==> config.mk <==
export PLATFORM = sky130hd
export DESIGN_NAME = spi_reg_bank_flat
export DESIGN_NICKNAME = d
export VERILOG_FILES = /design/src/rtl/spi_reg_pkg.sv /design/src/rtl/spi_reg_bank_if.sv /design/src/rtl/spi_reg_bank_sync_edge.sv /design/src/rtl/spi_reg_bank.sv /design/src/flat_wrapper.sv
export SDC_FILE = /design/constraint.sdc
export NUM_CORES = 1
export LEC_CHECK = 0
export BUFFER_PORTS_ARGS = -buffer_cell sky130_fd_sc_hd__buf_2
export CAP_MARGIN = 20
export CORE_MARGIN = 2
export CORE_UTILIZATION = 35
export CTS_CLUSTER_DIAMETER = 60
export DETAILED_ROUTE_END_ITERATION = 8
export HOLD_SLACK_MARGIN = 0.02
export PLACE_DENSITY = 0.59
export SYNTH_ARGS = -nofsm -noshare
export SYNTH_HDL_FRONTEND = slang
export SYNTH_SLANG_ARGS = --single-unit
==> constraint.sdc <==
create_clock -name clk -period 2.85 [get_ports clk]
set_input_delay 0.4275 -clock clk [delete_from_list [all_inputs] [get_ports clk]]
set_output_delay 0.4275 -clock clk [all_outputs]
set_load 0.05 [all_outputs]
==> src/rtl/spi_reg_pkg.sv <==
// Shared constants, frame layout and FSM state type for the SPI register bank.
package spi_reg_pkg;

    localparam int unsigned FRAME_BITS = 16;
    localparam int unsigned MAX_ADDR   = 4;
    localparam int unsigned ADDR_W     = 7;
    localparam int unsigned DATA_W     = 8;
    localparam int unsigned CNT_W      = 5;
    localparam int unsigned ERR_W      = 8;

    localparam logic [ADDR_W-1:0] ADDR_EN_OUT_LO = 7'd0;
    localparam logic [ADDR_W-1:0] ADDR_EN_OUT_HI = 7'd1;
    localparam logic [ADDR_W-1:0] ADDR_EN_PWM_LO = 7'd2;
    localparam logic [ADDR_W-1:0] ADDR_EN_PWM_HI = 7'd3;
    localparam logic [ADDR_W-1:0] ADDR_DUTY      = 7'd4;

    typedef enum logic [1:0] {
        IDLE    = 2'd0,
        SHIFT   = 2'd1,
        OVERRUN = 2'd2
    } state_e;

    typedef struct packed {
        logic              wr;
        logic [ADDR_W-1:0] addr;
        logic [DATA_W-1:0] data;
    } frame_t;

endpackage

==> src/rtl/spi_reg_bank_if.sv <==
// SPI pin bundle: the host drives it (master), the register bank samples it (slave).
interface spi_reg_bank_if;
    logic nCS_in;
    logic COPI_in;
    logic SCLK_in;

    modport master (output nCS_in, output COPI_in, output SCLK_in);
    modport slave  (input  nCS_in, input  COPI_in, input  SCLK_in);
endinterface

==> src/rtl/spi_reg_bank_sync_edge.sv <==
// Multi-flop synchronizer with a history flop for rise/fall detection.
module sync_edge #(
    parameter int unsigned STAGES  = 2,
    parameter logic        RST_VAL = 1'b0
) (
    input  logic clk,
    input  logic rst_n,
    input  logic d_in,
    output logic sync_out,
    output logic rise_c,
    output logic fall_c
);
    logic [STAGES-1:0] sync_q, sync_d;
    logic              hist_q, hist_d;

    always_comb begin
        sync_d = {sync_q[STAGES-2:0], d_in};
        hist_d = sync_q[STAGES-1];
    end

    always_ff @(posedge clk) begin
        if (!rst_n) begin
            sync_q <= {STAGES{RST_VAL}};
            hist_q <= RST_VAL;
        end else begin
            sync_q <= sync_d;
            hist_q <= hist_d;
        end
    end

    assign sync_out = sync_q[STAGES-1];
    assign rise_c   = sync_q[STAGES-1] & ~hist_q;
    assign fall_c   = ~sync_q[STAGES-1] & hist_q;
endmodule

==> src/rtl/spi_reg_bank.sv <==
// SPI Mode-0 write-only bank of five PWM control registers with error accounting.
module spi_reg_bank
    import spi_reg_pkg::*;
#(
    parameter int unsigned SYNC_STAGES = 2
) (
    input  logic                 clk,
    input  logic                 rst_n,
    spi_reg_bank_if.slave        spi,
    output logic [DATA_W-1:0]    en_reg_out_7_0,
    output logic [DATA_W-1:0]    en_reg_out_15_8,
    output logic [DATA_W-1:0]    en_reg_pwm_7_0,
    output logic [DATA_W-1:0]    en_reg_pwm_15_8,
    output logic [DATA_W-1:0]    pwm_duty_cycle,
    output logic                 wr_pulse,
    output logic                 err_pulse,
    output logic [ERR_W-1:0]     err_count
);
    logic ncs_sync, ncs_rise, ncs_fall;
    logic sclk_sync, sclk_rise, sclk_fall;
    logic copi_sync, copi_rise, copi_fall;
    logic unused_edges;

    sync_edge #(.STAGES(SYNC_STAGES), .RST_VAL(1'b1)) u_sync_ncs (
        .clk(clk), .rst_n(rst_n), .d_in(spi.nCS_in),
        .sync_out(ncs_sync), .rise_c(ncs_rise), .fall_c(ncs_fall));
    sync_edge #(.STAGES(SYNC_STAGES), .RST_VAL(1'b0)) u_sync_sclk (
        .clk(clk), .rst_n(rst_n), .d_in(spi.SCLK_in),
        .sync_out(sclk_sync), .rise_c(sclk_rise), .fall_c(sclk_fall));
    sync_edge #(.STAGES(SYNC_STAGES), .RST_VAL(1'b0)) u_sync_copi (
        .clk(clk), .rst_n(rst_n), .d_in(spi.COPI_in),
        .sync_out(copi_sync), .rise_c(copi_rise), .fall_c(copi_fall));

    assign unused_edges = &{1'b0, ncs_sync, sclk_sync, sclk_fall, copi_rise, copi_fall};

    state_e                  state_q, state_d;
    logic [FRAME_BITS-1:0]   shift_q, shift_d;
    logic [CNT_W-1:0]        cnt_q, cnt_d;
    logic [DATA_W-1:0]       out_lo_q, out_lo_d, out_hi_q, out_hi_d;
    logic [DATA_W-1:0]       pwm_lo_q, pwm_lo_d, pwm_hi_q, pwm_hi_d;
    logic [DATA_W-1:0]       duty_q, duty_d;
    logic                    wr_q, wr_d, err_q, err_d;
    logic [ERR_W-1:0]        err_cnt_q, err_cnt_d;
    frame_t                  frm_c;
    logic                    accept_c;

    assign frm_c    = shift_q;
    assign accept_c = (cnt_q == CNT_W'(FRAME_BITS)) && frm_c.wr
                      && (frm_c.addr <= ADDR_W'(MAX_ADDR));

    // Next-state, register commit and strobe generation.
    always_comb begin
        state_d   = state_q;
        shift_d   = shift_q;
        cnt_d     = cnt_q;
        out_lo_d  = out_lo_q;
        out_hi_d  = out_hi_q;
        pwm_lo_d  = pwm_lo_q;
        pwm_hi_d  = pwm_hi_q;
        duty_d    = duty_q;
        wr_d      = 1'b0;
        err_d     = 1'b0;
        err_cnt_d = err_cnt_q;
        case (state_q)
            IDLE: begin
                if (ncs_fall) begin
                    shift_d = '0;
                    cnt_d   = '0;
                    state_d = SHIFT;
                end
            end
            SHIFT: begin
                // nCS release takes priority over a coincident SCLK rise.
                if (ncs_rise) begin
                    state_d = IDLE;
                    if (accept_c) begin
                        wr_d = 1'b1;
                        case (frm_c.addr)
                            ADDR_EN_OUT_LO: out_lo_d = frm_c.data;
                            ADDR_EN_OUT_HI: out_hi_d = frm_c.data;
                            ADDR_EN_PWM_LO: pwm_lo_d = frm_c.data;
                            ADDR_EN_PWM_HI: pwm_hi_d = frm_c.data;
                            ADDR_DUTY:      duty_d   = frm_c.data;
                            default: ;
                        endcase
                    end else begin
                        err_d = 1'b1;
                        if (err_cnt_q != '1) err_cnt_d = err_cnt_q + ERR_W'(1);
                    end
                end else if (sclk_rise) begin
                    if (cnt_q == CNT_W'(FRAME_BITS)) begin
                        state_d = OVERRUN;
                    end else begin
                        shift_d = {shift_q[FRAME_BITS-2:0], copi_sync};
                        cnt_d   = cnt_q + CNT_W'(1);
                    end
                end
            end
            OVERRUN: begin
                if (ncs_rise) begin
                    state_d = IDLE;
                    err_d   = 1'b1;
                    if (err_cnt_q != '1) err_cnt_d = err_cnt_q + ERR_W'(1);
                end
            end
            default: state_d = IDLE;
        endcase
    end

    always_ff @(posedge clk) begin
        if (!rst_n) begin
            state_q   <= IDLE;
            shift_q   <= '0;
            cnt_q     <= '0;
            out_lo_q  <= '0;
            out_hi_q  <= '0;
            pwm_lo_q  <= '0;
            pwm_hi_q  <= '0;
            duty_q    <= '0;
            wr_q      <= 1'b0;
            err_q     <= 1'b0;
            err_cnt_q <= '0;
        end else begin
            state_q   <= state_d;
            shift_q   <= shift_d;
            cnt_q     <= cnt_d;
            out_lo_q  <= out_lo_d;
            out_hi_q  <= out_hi_d;
            pwm_lo_q  <= pwm_lo_d;
            pwm_hi_q  <= pwm_hi_d;
            duty_q    <= duty_d;
            wr_q      <= wr_d;
            err_q     <= err_d;
            err_cnt_q <= err_cnt_d;
        end
    end

    assign en_reg_out_7_0  = out_lo_q;
    assign en_reg_out_15_8 = out_hi_q;
    assign en_reg_pwm_7_0  = pwm_lo_q;
    assign en_reg_pwm_15_8 = pwm_hi_q;
    assign pwm_duty_cycle  = duty_q;
    assign wr_pulse        = wr_q;
    assign err_pulse       = err_q;
    assign err_count       = err_cnt_q;
endmodule

==> src/flat_wrapper.sv <==
// flat-port wrapper written by rule: the top's interface ports become plain ports
module spi_reg_bank_flat import spi_reg_pkg::*;
#(
    parameter int unsigned SYNC_STAGES = 2
)
  (clk, rst_n, en_reg_out_7_0, en_reg_out_15_8, en_reg_pwm_7_0, en_reg_pwm_15_8, pwm_duty_cycle, wr_pulse, err_pulse, err_count, spi_nCS_in, spi_COPI_in, spi_SCLK_in);
  spi_reg_bank_if spi_i ();
  input  logic clk;
  input  logic rst_n;
  output logic [DATA_W-1:0] en_reg_out_7_0;
  output logic [DATA_W-1:0] en_reg_out_15_8;
  output logic [DATA_W-1:0] en_reg_pwm_7_0;
  output logic [DATA_W-1:0] en_reg_pwm_15_8;
  output logic [DATA_W-1:0] pwm_duty_cycle;
  output logic wr_pulse;
  output logic err_pulse;
  output logic [ERR_W-1:0] err_count;
  input wire logic [$bits(spi_i.nCS_in)-1:0] spi_nCS_in;
  input wire logic [$bits(spi_i.COPI_in)-1:0] spi_COPI_in;
  input wire logic [$bits(spi_i.SCLK_in)-1:0] spi_SCLK_in;
  assign spi_i.nCS_in = spi_nCS_in;
  assign spi_i.COPI_in = spi_COPI_in;
  assign spi_i.SCLK_in = spi_SCLK_in;
  spi_reg_bank #(.SYNC_STAGES(SYNC_STAGES)) u_core (.clk(clk), .rst_n(rst_n), .spi(spi_i), .en_reg_out_7_0(en_reg_out_7_0), .en_reg_out_15_8(en_reg_out_15_8), .en_reg_pwm_7_0(en_reg_pwm_7_0), .en_reg_pwm_15_8(en_reg_pwm_15_8), .pwm_duty_cycle(pwm_duty_cycle), .wr_pulse(wr_pulse), .err_pulse(err_pulse), .err_count(err_count));
endmodule
==> impl_metrics.tcl <==
set metrics [dict create \
    drc_errors 0 \
    die_area_um2 10200 \
    antenna_left 0 \
    syn2layout_area_growth_pct 17.6 \
    synth_nets 354 \
    reg2reg_slack_ns 0.67 \
    h-tree-depth 3 \
    cts_tree "done" \
    status "finished, final reports clean" \
    final_nets 407 \
    start_kind "flop" \
    worstReg2RegEnd "u_core.en_reg_pwm_7_0[6]$_SDFFE_PN0P_" \
    grt_pass1_vias 2367 \
    cts_made_buffers 9 \
    finalClockSkew_ns 0.00876 \
    hold_end "u_core.u_sync_ncs.sync_q[0]$_SDFF_PN1_" \
    root_buffer "clkbuf_8" \
    post_cts_buffers 0 \
    p_leak_nw 1.48 \
    hold_violations 0 \
    clock_latency_ns 0.36 \
    rsz0062_at_grt "no" \
    yosys.area.top_type "dfxtp_1" \
    endpoint_kind "flop" \
    design.core.area_um2 9150 \
    hold_buffers 0 \
    slew_headroom_pct 52.3 \
    setup_slack_ns 0.670 \
    ctsResizeCount 0 \
    cts_buffer_depth 2 \
    grtUsageTotal_pct 14.3 \
    max_freq_ghz 0.459 \
    async_flop_share_pct 0 \
    instances_no_fill 512 \
    drv_cap 0 \
    dr.first_iter.drc_count 111 \
    period_share_pct 76.5 \
    overflow 0 \
    viasPerCell 4.89 \
    clkSlewWorstSetupHoldPaths_ns 0.10 \
    crit_path_max_fanout 10 \
    drive_gt1_share_pct 22.2 \
    diodes 0 \
    drt_wl_total_um 6870 \
    arrival_ns 2.47 \
    pwr_density_cell_nw_per_um2 565 \
    yosys_warnings 0 \
    antenna_found_initial 0 \
    pin_count 55 \
    initial_core_util_pct 35.9 \
    io_buffers 54 \
    fp-row-count 35 \
    cts_sinks 81 \
    drv_slew 0 \
    post-place-ws_ns 0.699 \
    synth_top_area_share_pct 49.4 \
    grt_max_degree 45 \
    layout_common_cells "81 x dfxtp_1, 54 x buf_2, 49 x nand2_1" \
    hold_path_depth 2 \
    reg2reg_depth 8 \
    routabilityCongestion 0.764 \
    avgSynthCellArea_um2 9.57 \
    yosysSeqAreaShare_pct 49.4 \
    setup_tns_ns 0 \
    vdd_drop_max_mv 0.302 \
    hold_path_class "input port to flop" \
    min_from "spi_nCS_in" \
    die_w_um 101 \
    crit_path_start "u_core.state_q[1]$_SDFFE_PN0P_" \
    finalSetupViolations 0 \
    final-seq-area_um2 1620 \
    post-route-min-period_ns 2.18 \
    synth_edf_count 0 \
    criticalPathCategory "flop to flop" \
    synth.area.top_cells "dfxtp_1 49%, mux2i_1 8.5%, nand2_1 5.6%" \
    synth_cell_types 43 \
    vias 2502 \
    routedWlPerCell_um 13.4 \
    fill_cells 886 \
    synth-main-ff-cell "dfxtp_1" \
    tightest_slew_ns 0.716 \
    final_common_cell "dfxtp_1" \
    worstReg2RegStart "u_core.state_q[1]$_SDFFE_PN0P_" \
    dp_cells 496 \
    ys_ff_latch 81 \
    grt_pass1_wl_um 11400 \
    syn_area_um2 3280 \
    first_pass_iters 4 \
    crit_required_ns 3.14 \
    dp_hpwl_um 4820 \
    die_h_um 101 \
    synthCells 343 \
    multi_input_area_um2 1560 \
]
## worst max-delay path by stage
stage | to | depth (start not counted)
3_5_place_dp | u_core.en_reg_pwm_7_0[6]$_SDFFE_PN0P_ | 8
4_1_cts | u_core.en_reg_pwm_7_0[5]$_SDFFE_PN0P_ | 8
6_report | u_core.en_reg_pwm_7_0[6]$_SDFFE_PN0P_ | 8
5_1_grt | u_core.en_reg_pwm_7_0[6]$_SDFFE_PN0P_ | 8
3_3_place_gp | u_core.en_reg_pwm_7_0[3]$_SDFFE_PN0P_ | 8
2_1_floorplan | u_core.err_count[7]$_SDFFE_PN0P_ | 6
## flip-flops by register name, summed over array words and instances, names as in the netlist
signal and count:
u_core.u_sync_ncs.hist_q 1, u_core.en_reg_pwm_7_0 8, u_core.frm_c 16, u_core.cnt_q 5, u_core.wr_pulse 1, u_core.u_sync_ncs.sync_q 2
u_core.en_reg_out_15_8 8, u_core.err_pulse 1, u_core.pwm_duty_cycle 8, u_core.u_sync_copi.sync_q 2, u_core.state_q 2, u_core.en_reg_out_7_0 8
u_core.u_sync_sclk.hist_q 1, u_core.en_reg_pwm_15_8 8, u_core.err_count 8, u_core.u_sync_sclk.sync_q 2
## metrics by stage
stage	hold slack [ns]	area [µm²]	total power, W	util (%)
after floorplan	0.386	3280	0.00135	-
after global placement	0.397	3660	0.00139	40.0
after detailed placement	0.391	3660	0.00139	40.0
after CTS	0.244	3860	0.00222	42.2
after global routing	0.253	3860	0.00229	42.2
final	0.258	3860	0.00218	42.2
## logic make-up (layout without fill, tap and decap cells)
kind of cell / count (synthesis) / after routing / share of synthesized area, %
adders and majority gates: 6 / 6 / 2.29
AOI/OAI and AO/OA: 50 / 50 / 10.2
DFF: 81 / 81 / 49.4
xor gates and xnor gates: 6 / 6 / 1.60
and+or+nand+nor: 146 / 146 / 24.2
buffers and inverters: 25 / 83 / 3.35
muxes: 29 / 29 / 8.88
## cell type report
cell class	count	area share (%)
flip-flops and latches	81	42.0
clock inverters	7	1.82
clock buffers	9	3.21
inverters	5	0.486
repair buffers	62	8.56
well taps	111	3.60
multi-input cells	237	40.3
## per-layer routing
metal  part of all wire [%]  vias up  global-route usage, %
met5                      0        -                      0
met1                     47     1167                   17.8
met2                     48       38                   23.0
met3                    3.9       12                   4.16
li1                       -     1285                      -
met4                    1.6        0                   6.22
## cells in the mapped netlist (all sizes together) (6+ instances only)
| cell | n |
|---|---|
| nand2b | 7 |
| ha | 6 |
| dfxtp | 81 |
| mux2i | 28 |
| o21ai | 21 |
| nor2b | 21 |
| xnor2 | 6 |
| nand2 | 50 |
| clkbuf | 10 |
| and2 | 14 |
| buf | 10 |
| nor2 | 9 |
| a22oi | 17 |
| nand3 | 23 |
## where the power goes
part           internal [W]  leakage (nW)  switching, W  total, W
registers           0.00114         0.654    0.00000820   0.00115
clock network      0.000342        0.0959      0.000475  0.000817
logic             0.0000819         0.733      0.000129  0.000211
total               0.00157          1.48      0.000613   0.00218
## critical path: stages (launching register included)
cell and delay [ns]:
dfxtp_1 0.32, inv_1 0.09, ha_1 0.32, and3b_1 0.24, and3_1 0.20, nand2_1 0.12
nor3b_2 0.39, buf_4 0.23, mux2i_1 0.19
(Power assumes the default switching activity.)
